===== config.mk =====
export PLATFORM = sky130hd
export DESIGN_NAME = eth_port_tx
export DESIGN_NICKNAME = d
export VERILOG_FILES = /design/src/rtl/eth_port_tx.sv
export SDC_FILE = /design/constraint.sdc
export NUM_CORES = 2
export LEC_CHECK = 0
export ABC_AREA = 1
export BUFFER_PORTS_ARGS = -buffer_cell sky130_fd_sc_hd__buf_2
export CORE_UTILIZATION = 51
export CTS_CLUSTER_SIZE = 10
export DETAILED_ROUTE_END_ITERATION = 10
export PLACE_DENSITY = 0.66
export SLEW_MARGIN = 40
export SYNTH_ARGS = -nofsm -noshare
export SYNTH_HDL_FRONTEND = slang
export SYNTH_SLANG_ARGS = --single-unit

===== constraint.sdc =====
create_clock -name clk_i -period 10.21 [get_ports clk_i]
set_input_delay 1.5315 -clock clk_i [delete_from_list [all_inputs] [get_ports clk_i]]
set_output_delay 1.5315 -clock clk_i [all_outputs]
set_load 0.03 [all_outputs]

===== src/rtl/eth_port_tx.sv =====
// Store-and-forward packet transmitter for one switch port: buffers whole packets
// from upstream and replays them contiguously onto the port bus with SOP/EOP pulses.
module eth_port_tx #(
   parameter int unsigned DW      = 32,
   parameter int unsigned DEPTH   = 64,
   parameter int unsigned MAX_PKT = 32,
   parameter int unsigned GAP     = 1
) (
   input  logic                     clk_i,
   input  logic                     rst_i,
   input  logic                     wr_valid_i,
   output logic                     wr_ready_o,
   input  logic [DW-1:0]            wr_data_i,
   input  logic                     wr_last_i,
   input  logic                     tx_stall_i,
   output logic [DW-1:0]            tx_data_o,
   output logic                     tx_sop_o,
   output logic                     tx_eop_o,
   output logic                     tx_busy_o,
   output logic [$clog2(DEPTH):0]   pkt_cnt_o,
   output logic                     trunc_err_o
);

   localparam int unsigned AW = $clog2(DEPTH);
   localparam int unsigned CW = $clog2(MAX_PKT + 1);
   localparam int unsigned GW = (GAP > 0) ? $clog2(GAP + 1) : 1;

   localparam logic [AW:0]   PtrOne = (AW + 1)'(1);
   localparam logic [CW-1:0] CntOne = CW'(1);
   localparam logic [GW-1:0] GapOne = GW'(1);

   typedef enum logic {StIdle, StSend} state_e;

   state_e          state_q, state_d;
   logic [DW:0]     mem_q [DEPTH];
   logic [AW:0]     wr_ptr_q, wr_ptr_d, rd_ptr_q, rd_ptr_d;
   logic [AW:0]     pkt_cnt_q, pkt_cnt_d;
   logic [CW-1:0]   wcnt_q, wcnt_d;
   logic [GW-1:0]   gap_q, gap_d;
   logic            discard_q, discard_d;
   logic            trunc_q, trunc_d;
   logic            done_q, done_d;
   logic [DW-1:0]   tx_data_q, tx_data_d;
   logic            tx_sop_q, tx_sop_d, tx_eop_q, tx_eop_d, tx_busy_q, tx_busy_d;

   logic            full, wr_fire, store, at_max, last_eff, pop, pop_last;
   logic [DW:0]     rd_word;

   // Extra pointer bit distinguishes full from empty when the indices match.
   assign full     = (wr_ptr_q[AW] != rd_ptr_q[AW]) && (wr_ptr_q[AW-1:0] == rd_ptr_q[AW-1:0]);
   assign wr_fire  = wr_valid_i & ~full;
   assign store    = wr_fire & ~discard_q;
   assign at_max   = (wcnt_q == CW'(MAX_PKT - 1));
   assign last_eff = wr_last_i | at_max;
   assign rd_word  = mem_q[rd_ptr_q[AW-1:0]];
   assign pop_last = pop & rd_word[DW];

   always_comb begin : write_side
      wr_ptr_d  = wr_ptr_q;
      wcnt_d    = wcnt_q;
      discard_d = discard_q;
      trunc_d   = 1'b0;
      done_d    = 1'b0;
      if (wr_fire && discard_q) begin
         if (wr_last_i) discard_d = 1'b0;
      end else if (store) begin
         wr_ptr_d = wr_ptr_q + PtrOne;
         done_d   = last_eff;
         if (last_eff) begin
            wcnt_d    = '0;
            trunc_d   = ~wr_last_i;
            discard_d = ~wr_last_i;
         end else begin
            wcnt_d = wcnt_q + CntOne;
         end
      end
   end

   always_comb begin : read_side
      rd_ptr_d = pop ? rd_ptr_q + PtrOne : rd_ptr_q;
      gap_d    = gap_q;
      if (pop_last) begin
         gap_d = GW'(GAP);
      end else if (gap_q != '0) begin
         gap_d = gap_q - GapOne;
      end
      // A packet completing and one leaving in the same cycle cancel out.
      pkt_cnt_d = pkt_cnt_q;
      if (done_q && !pop_last) begin
         pkt_cnt_d = pkt_cnt_q + PtrOne;
      end else if (!done_q && pop_last) begin
         pkt_cnt_d = pkt_cnt_q - PtrOne;
      end
   end

   always_comb begin : pop_ctl
      pop = 1'b0;
      unique case (state_q)
         StIdle: pop = (pkt_cnt_q != '0) && !tx_stall_i && (gap_q == '0);
         StSend: pop = 1'b1;
      endcase
   end

   always_ff @(posedge clk_i or posedge rst_i) begin : fsm_reg
      if (rst_i) begin
         state_q <= StIdle;
      end else begin
         state_q <= state_d;
      end
   end

   always_comb begin : fsm_next
      state_d = state_q;
      unique case (state_q)
         StIdle: if (pop && !rd_word[DW]) state_d = StSend;
         StSend: if (rd_word[DW]) state_d = StIdle;
      endcase
   end

   always_comb begin : fsm_out
      tx_data_d = '0;
      tx_sop_d  = 1'b0;
      tx_eop_d  = 1'b0;
      tx_busy_d = 1'b0;
      if (pop) begin
         tx_data_d = rd_word[DW-1:0];
         tx_sop_d  = (state_q == StIdle);
         tx_eop_d  = rd_word[DW];
         tx_busy_d = 1'b1;
      end
   end

   always_ff @(posedge clk_i) begin : buf_mem
      if (store) mem_q[wr_ptr_q[AW-1:0]] <= {last_eff, wr_data_i};
   end

   always_ff @(posedge clk_i or posedge rst_i) begin : regs
      if (rst_i) begin
         wr_ptr_q  <= '0;
         rd_ptr_q  <= '0;
         pkt_cnt_q <= '0;
         wcnt_q    <= '0;
         gap_q     <= '0;
         discard_q <= 1'b0;
         trunc_q   <= 1'b0;
         done_q    <= 1'b0;
         tx_data_q <= '0;
         tx_sop_q  <= 1'b0;
         tx_eop_q  <= 1'b0;
         tx_busy_q <= 1'b0;
      end else begin
         wr_ptr_q  <= wr_ptr_d;
         rd_ptr_q  <= rd_ptr_d;
         pkt_cnt_q <= pkt_cnt_d;
         wcnt_q    <= wcnt_d;
         gap_q     <= gap_d;
         discard_q <= discard_d;
         trunc_q   <= trunc_d;
         done_q    <= done_d;
         tx_data_q <= tx_data_d;
         tx_sop_q  <= tx_sop_d;
         tx_eop_q  <= tx_eop_d;
         tx_busy_q <= tx_busy_d;
      end
   end

   assign wr_ready_o  = ~full;
   assign tx_data_o   = tx_data_q;
   assign tx_sop_o    = tx_sop_q;
   assign tx_eop_o    = tx_eop_q;
   assign tx_busy_o   = tx_busy_q;
   assign pkt_cnt_o   = pkt_cnt_q;
   assign trunc_err_o = trunc_q;

endmodule


* Word level (Yosys, flattened, before mapping)
Memories as Yosys holds them, arrays and structs flattened.
Cells that the tools add are included.
** Cells by class
- $add $sub $neg :: 6
- Eq/ne operators :: 4
- Mux-type cells :: 24
- Bitwise logic cells :: 10
- Reduce and logical (&&, ||, !) cells :: 17
** Operators by type and width (count)
- $mux 32 :: 1
- $add 7x1->7 const B :: 3
- $mux 1 :: 18
- $mux 7 :: 2
- $logic_and 1x1->1 :: 7
- $reduce_bool 7->1 :: 1
- $sub 7x1->7 const B :: 1
- $add 6x1->6 const B :: 1
- $eq 6x5->1 const B :: 1
- $eq 6x6->1 :: 1
- $mux 6 :: 1
- $not 1->1 :: 6
- $reduce_bool 2->1 :: 3
- $logic_not 1->1 :: 4
- $pmux 1 s2 :: 2
- $and 1x1->1 :: 3
- $reduce_and 3->1 :: 1
- $ne 2x2->1 const B :: 1
- $reduce_and 2->1 :: 1
- $ne 1x1->1 :: 1
- $or 1x1->1 :: 1
- $sub 1x1->1 const B :: 1
** Word-level totals
- Register bits after elaboration :: 67
- Memory bits (writable) :: 2112
- Input port bits :: 37
- Output and inout bits :: 44
- Memories kept :: 1
** Memory list
- mem_q :: words 64, bits a word 33, read ports 1, clocked after Yosys merged registers in 0, write ports 1, RTL line 35 : logic [DW:0] mem_q [DEPTH];

* Depth between registers and ports, before layout
- Word-level depth :: 8
- Gate-level depth with buffers :: 27
- Depth with buffers taken out :: 24

* Least setup slack after synthesis
No wires, ideal clock.
- Path type :: input port to flip-flop
- Start :: input wr_valid_i
- End :: memory mem_q[15][0] (netlist name), enable pin
- Arrival :: 4.156 ns
- Data required time :: 9.746 ns
- Slack :: 5.590 ns
- Cell stages on the path :: 3
- Path buffers :: 1
- Path through :: nand3_2 buf_2 nor3_1
** Between the ends
- Cells in the longest elaborated chain, start to end :: 4
** Ends and longest elaborated chain
- from (decl) :: RTL line 11 : input logic wr_valid_i,
- $and 1x1->1 :: RTL line 51 : assign wr_fire = wr_valid_i & ~full;
- $and 1x1->1 :: RTL line 52 : assign store = wr_fire & ~discard_q;
- $mux 1 :: RTL line 134 : if (store) mem_q[wr_ptr_q[AW-1:0]] <= {last_eff, wr_data_i};
- $mux 1 (implied by the code) :: RTL line 134
- to (decl) :: RTL line 35
No other way between the ends.

* Worst setup path after layout
- Start :: register rd_ptr_q[3]
- End :: register pkt_cnt_q[6], in the netlist pkt_cnt_o[6]
** Between the ends
- Cells in the longest elaborated chain, start to end :: 5
- Elaborated cells on any way between the ends :: 7
- Those cells by class :: mux: 1; bitwise: 1; reduce/logical: 4; memory: 1
** Ends and longest elaborated chain
- from (decl) :: RTL line 36 : logic [AW:0] wr_ptr_q, wr_ptr_d, rd_ptr_q, rd_ptr_d;
- from (signal assigned) :: RTL line 153 : rd_ptr_q <= rd_ptr_d;
- $mem_v2 64x33 (*)
- $and 1x1->1 (*) :: RTL line 56 : assign pop_last = pop & rd_word[DW];
- $logic_not 1->1 :: RTL line 89 : if (done_q && !pop_last) begin
- $logic_and 1x1->1 :: RTL line 89
- $mux 7 / $reduce_bool 2->1 (equally long branches)
- to (signal assigned) :: RTL line 154 : pkt_cnt_q <= pkt_cnt_d;
- to (decl) :: RTL line 37 : logic [AW:0] pkt_cnt_q, pkt_cnt_d;
Mark *: on every way between the ends. The rest lies on a longest branch, timed or not.
A chain may end at the register's enable or synchronous reset.

==> run_results.csv <==
group,metric,value,unit
critical_path,crit_required,10.99,ns
die,start_util,51.45,%
grt,grt_pass1_vias,59890,
final_layout,fin_util,57.33,%
clocking,cts_root_buf,"clkbuf_16",
timing,fin_crit_sh,51.37,%
place,dpl.hpwl,136.2,mm
clocking,insertion_delay,0.91,ns
timing,clock_skew,0.07125,ns
drt,drt_iter0_drc,8188,
grt,grt_util_all_layers,29.44,%
timing,timing.final.crit_period,5.244,ns
clocking,clkSlewWorstSetupHoldPaths,0.06,ns
clocking,cts-buffers-inserted,239,
clocking,ctsResizeCount,0,
drt,postRouteWirelength,267.4,mm
place,place_area,0.09525,mm²
drt,drc,0,
critical_path,arrival,6.03,ns
yosys,synth_nets,8794,
die,core_area,0.1788,mm²
yosys,syn_area_per_cell,10.52,µm²
power,p_leak,41.52,nW
yosys,ys_top_cells_by_count,"nand2_1 (3206), edfxtp_1 (2112), inv_1 (996)",
yosys,async_reset_ff_share,3.030,%
yosys,syn_inst,8747,
die,dieArea,0.1821,mm²
die,std_cell_rows,155,
clocking,clock_sinks,2178,
final_layout,syn2layout_area_growth,11.42,%
yosys,ys_ff_latch,2178,
critical_path,slowest_delay,0.73,ns
critical_path,path_cells,"inv_6 > nor2_4 > buf_12 > clkinv_1 > buf_4 > a21oi_1 > nor2_1 > nand2_1 > nand3_1 > nand2_1 > nand2_1 > ha_1 > inv_1 > ha_1 > a21oi_1 > nand2_1 > nand2_1 > nand2_1 > a21oi_1 > nor2_1 > o21ai_0 > nand2_1",
timing,relSlewSlack,38.21,%
yosys,synth_top_area_share,68.94,%
final_layout,stdcell_area,0.1025,mm²
min_path,hold_class,"reg -> reg",
critical_path,cpMostUsedCell,"nand2_1",
yosys,ys_seq_area_share,70.73,%
outcome,status,"complete, no violations",
timing,clock.fmax,0.1907,GHz
timing,finalSetupTns,0,ns
power,peakVddDrop,0.0002202,V
yosys,yosys.cell_types.count,33,
power,power,0.02768,W
drt,dr.pass1.iters,5,
drt,viasPerCell,5.541,
power,power_density,270.0,mW/mm²
grt,antenna_found_initial,15,
place,place_congestion,0.8367,
yosys,netlist_area,0.09200,mm²
drt,vias,62740,
timing,hold_viol,0,
yosys,synth_area_leaders,"edfxtp_1 (69%), nand2_1 (13%), nand3_1 (5.2%)",
critical_path,crit_type,"reg -> reg",
clocking,cts.hold.buffers_added,0,
critical_path,crit_fanout,84,
die,ioPinCount,81,
job,drv_cap,0,
final_layout,drive_above_1_share,6.881,%
place,place.port_buffers,80,
timing,rsz0062_at_grt,"false",
die,die_w,426.7,µm
yosys,synth_most_common_cell,"nand2_1",
critical_path,cp-end-kind,"register",
final_layout,final_nets,8830,
grt,grt_max_degree,183,
yosys,ys.flop_type,"edfxtp_1",
critical_path,crit_slowest_cell,"nor2_4",
clocking,clockBufferDepth,3,
die,die_h,426.7,µm
grt,grt_overflow,0,
yosys,synth_top_area_cell,"edfxtp_1",
clocking,h-tree-depth,4,
clocking,cts_setup_buffers,0,
timing,worst_pin_slew,0.9268,ns
critical_path,cp-start-kind,"register",
yosys,synth_edf_count,2112,
grt,grt_pass1_wl,390.8,mm
timing,setup_viol,0,
drt,wl_per_cell,23.61,µm
clocking,cts_tree,"done",
timing,slew_viol_final,0,
yosys,yosysWarnings,0,
drt,antenna_left,0,
## metrics by stage
step / hold WS, ns / worst slack (ns) / std cells
global route: 0.4950 / 4.708 / 11320
CTS: 0.4738 / 5.005 / 11300
global placement: 0.4487 / 5.053 / 10880
finish: 0.4749 / 4.966 / 11320
floorplan: 0.4016 / 5.590 / 8747
detailed placement: 0.4581 / 5.031 / 10890
## final timing paths
check,start,to,slack (ns),cells past startpoint
max reg2reg,rd_ptr_q[3],pkt_cnt_o[6],4.97,22
max,rd_ptr_q[3],pkt_cnt_o[6],4.97,22
max in group asynchronous,rst_i,tx_data_o[24],8.30,4
min in group asynchronous,rst_i,pkt_cnt_o[4],0.72,2
min,state_q,tx_sop_o,0.47,1
min reg2reg,state_q,tx_sop_o,0.47,1
## report_power, final
group	internal, W	total [W]	switching [W]
logic	0.00233	0.00931	0.00698
registers	0.0102	0.0105	0.000332
clock network	0.00438	0.00784	0.00345
## layout by cell type, fill, tap and decap left out, types with 4 or more instances in the layout
cell type  synthesis  routed
nand3_2            1       7
dfrtp_1           66      62
xor2_1            13      13
and3_1             7       7
nor2_4             0      64
buf_6              2      28
buf_12             0      15
o21ai_0          172     172
inv_6              0       4
clkbuf_8           0       4
nand4_1            5       5
a21oi_1           78      78
nand2_1         3206    3206
inv_1            996     993
clkinv_1           5       6
o21ai_1           36      36
clkbuf_1         143     148
clkbuf_16          0     239
o211ai_1          13      13
or2_2             23      23
nand3_1          959     953
nor3_1             6       4
diode_2            0      16
ha_1               9       9
buf_2            242      80
xnor2_1            4       4
buf_4              8     118
clkinv_16          0      10
nor2_1           571     507
edfxtp_1        2112    2112
## critical path, delay by kind of cell, from the launching register on
family	cells	cell delay, ns
compound gates	4	0.67
flops	1	0.49
buf+inv	5	1.60
fa+ha+maj	2	0.62
simple gates	11	1.61
## layer usage
metal | track usage (%) | up-vias | share of wire [%]
li1 | - | 28590 | -
met1 | 39.61 | 30350 | 39
met2 | 46.25 | 3245 | 45
met3 | 5.919 | 547 | 11
met4 | 13.52 | 6 | 5.1
met5 | 0 | - | 0.016
## state kept, by name, summed over array words and instances, names as in the netlist, 6 cells and up
name       flops
mem_q       2112
wcnt_q         6
wr_ptr_q       7
pkt_cnt_o      7
tx_data_o     32
rd_ptr_q       7
## logic make-up after synthesis
logic type	Yosys count	synth area share, %
buf+inv	1456	6.320
flops	2178	70.73
xor+xnor	17	0.1618
compound gates	303	1.697
simple gates	4783	20.94
fa+ha+maj	10	0.1442
## final cells by class
class                      count  area, µm²
timing repair buffer         244       1984
tap                         2355       2947
fill                       14620      76300
antenna                       16      40.04
clock inverter                19      415.4
clock buffer                 391       6591
sequential                  2178      65080
inverter                    1007       3814
multi-input combinational   5113      21630
No activity file was read; power rests on OpenSTA's default activity.
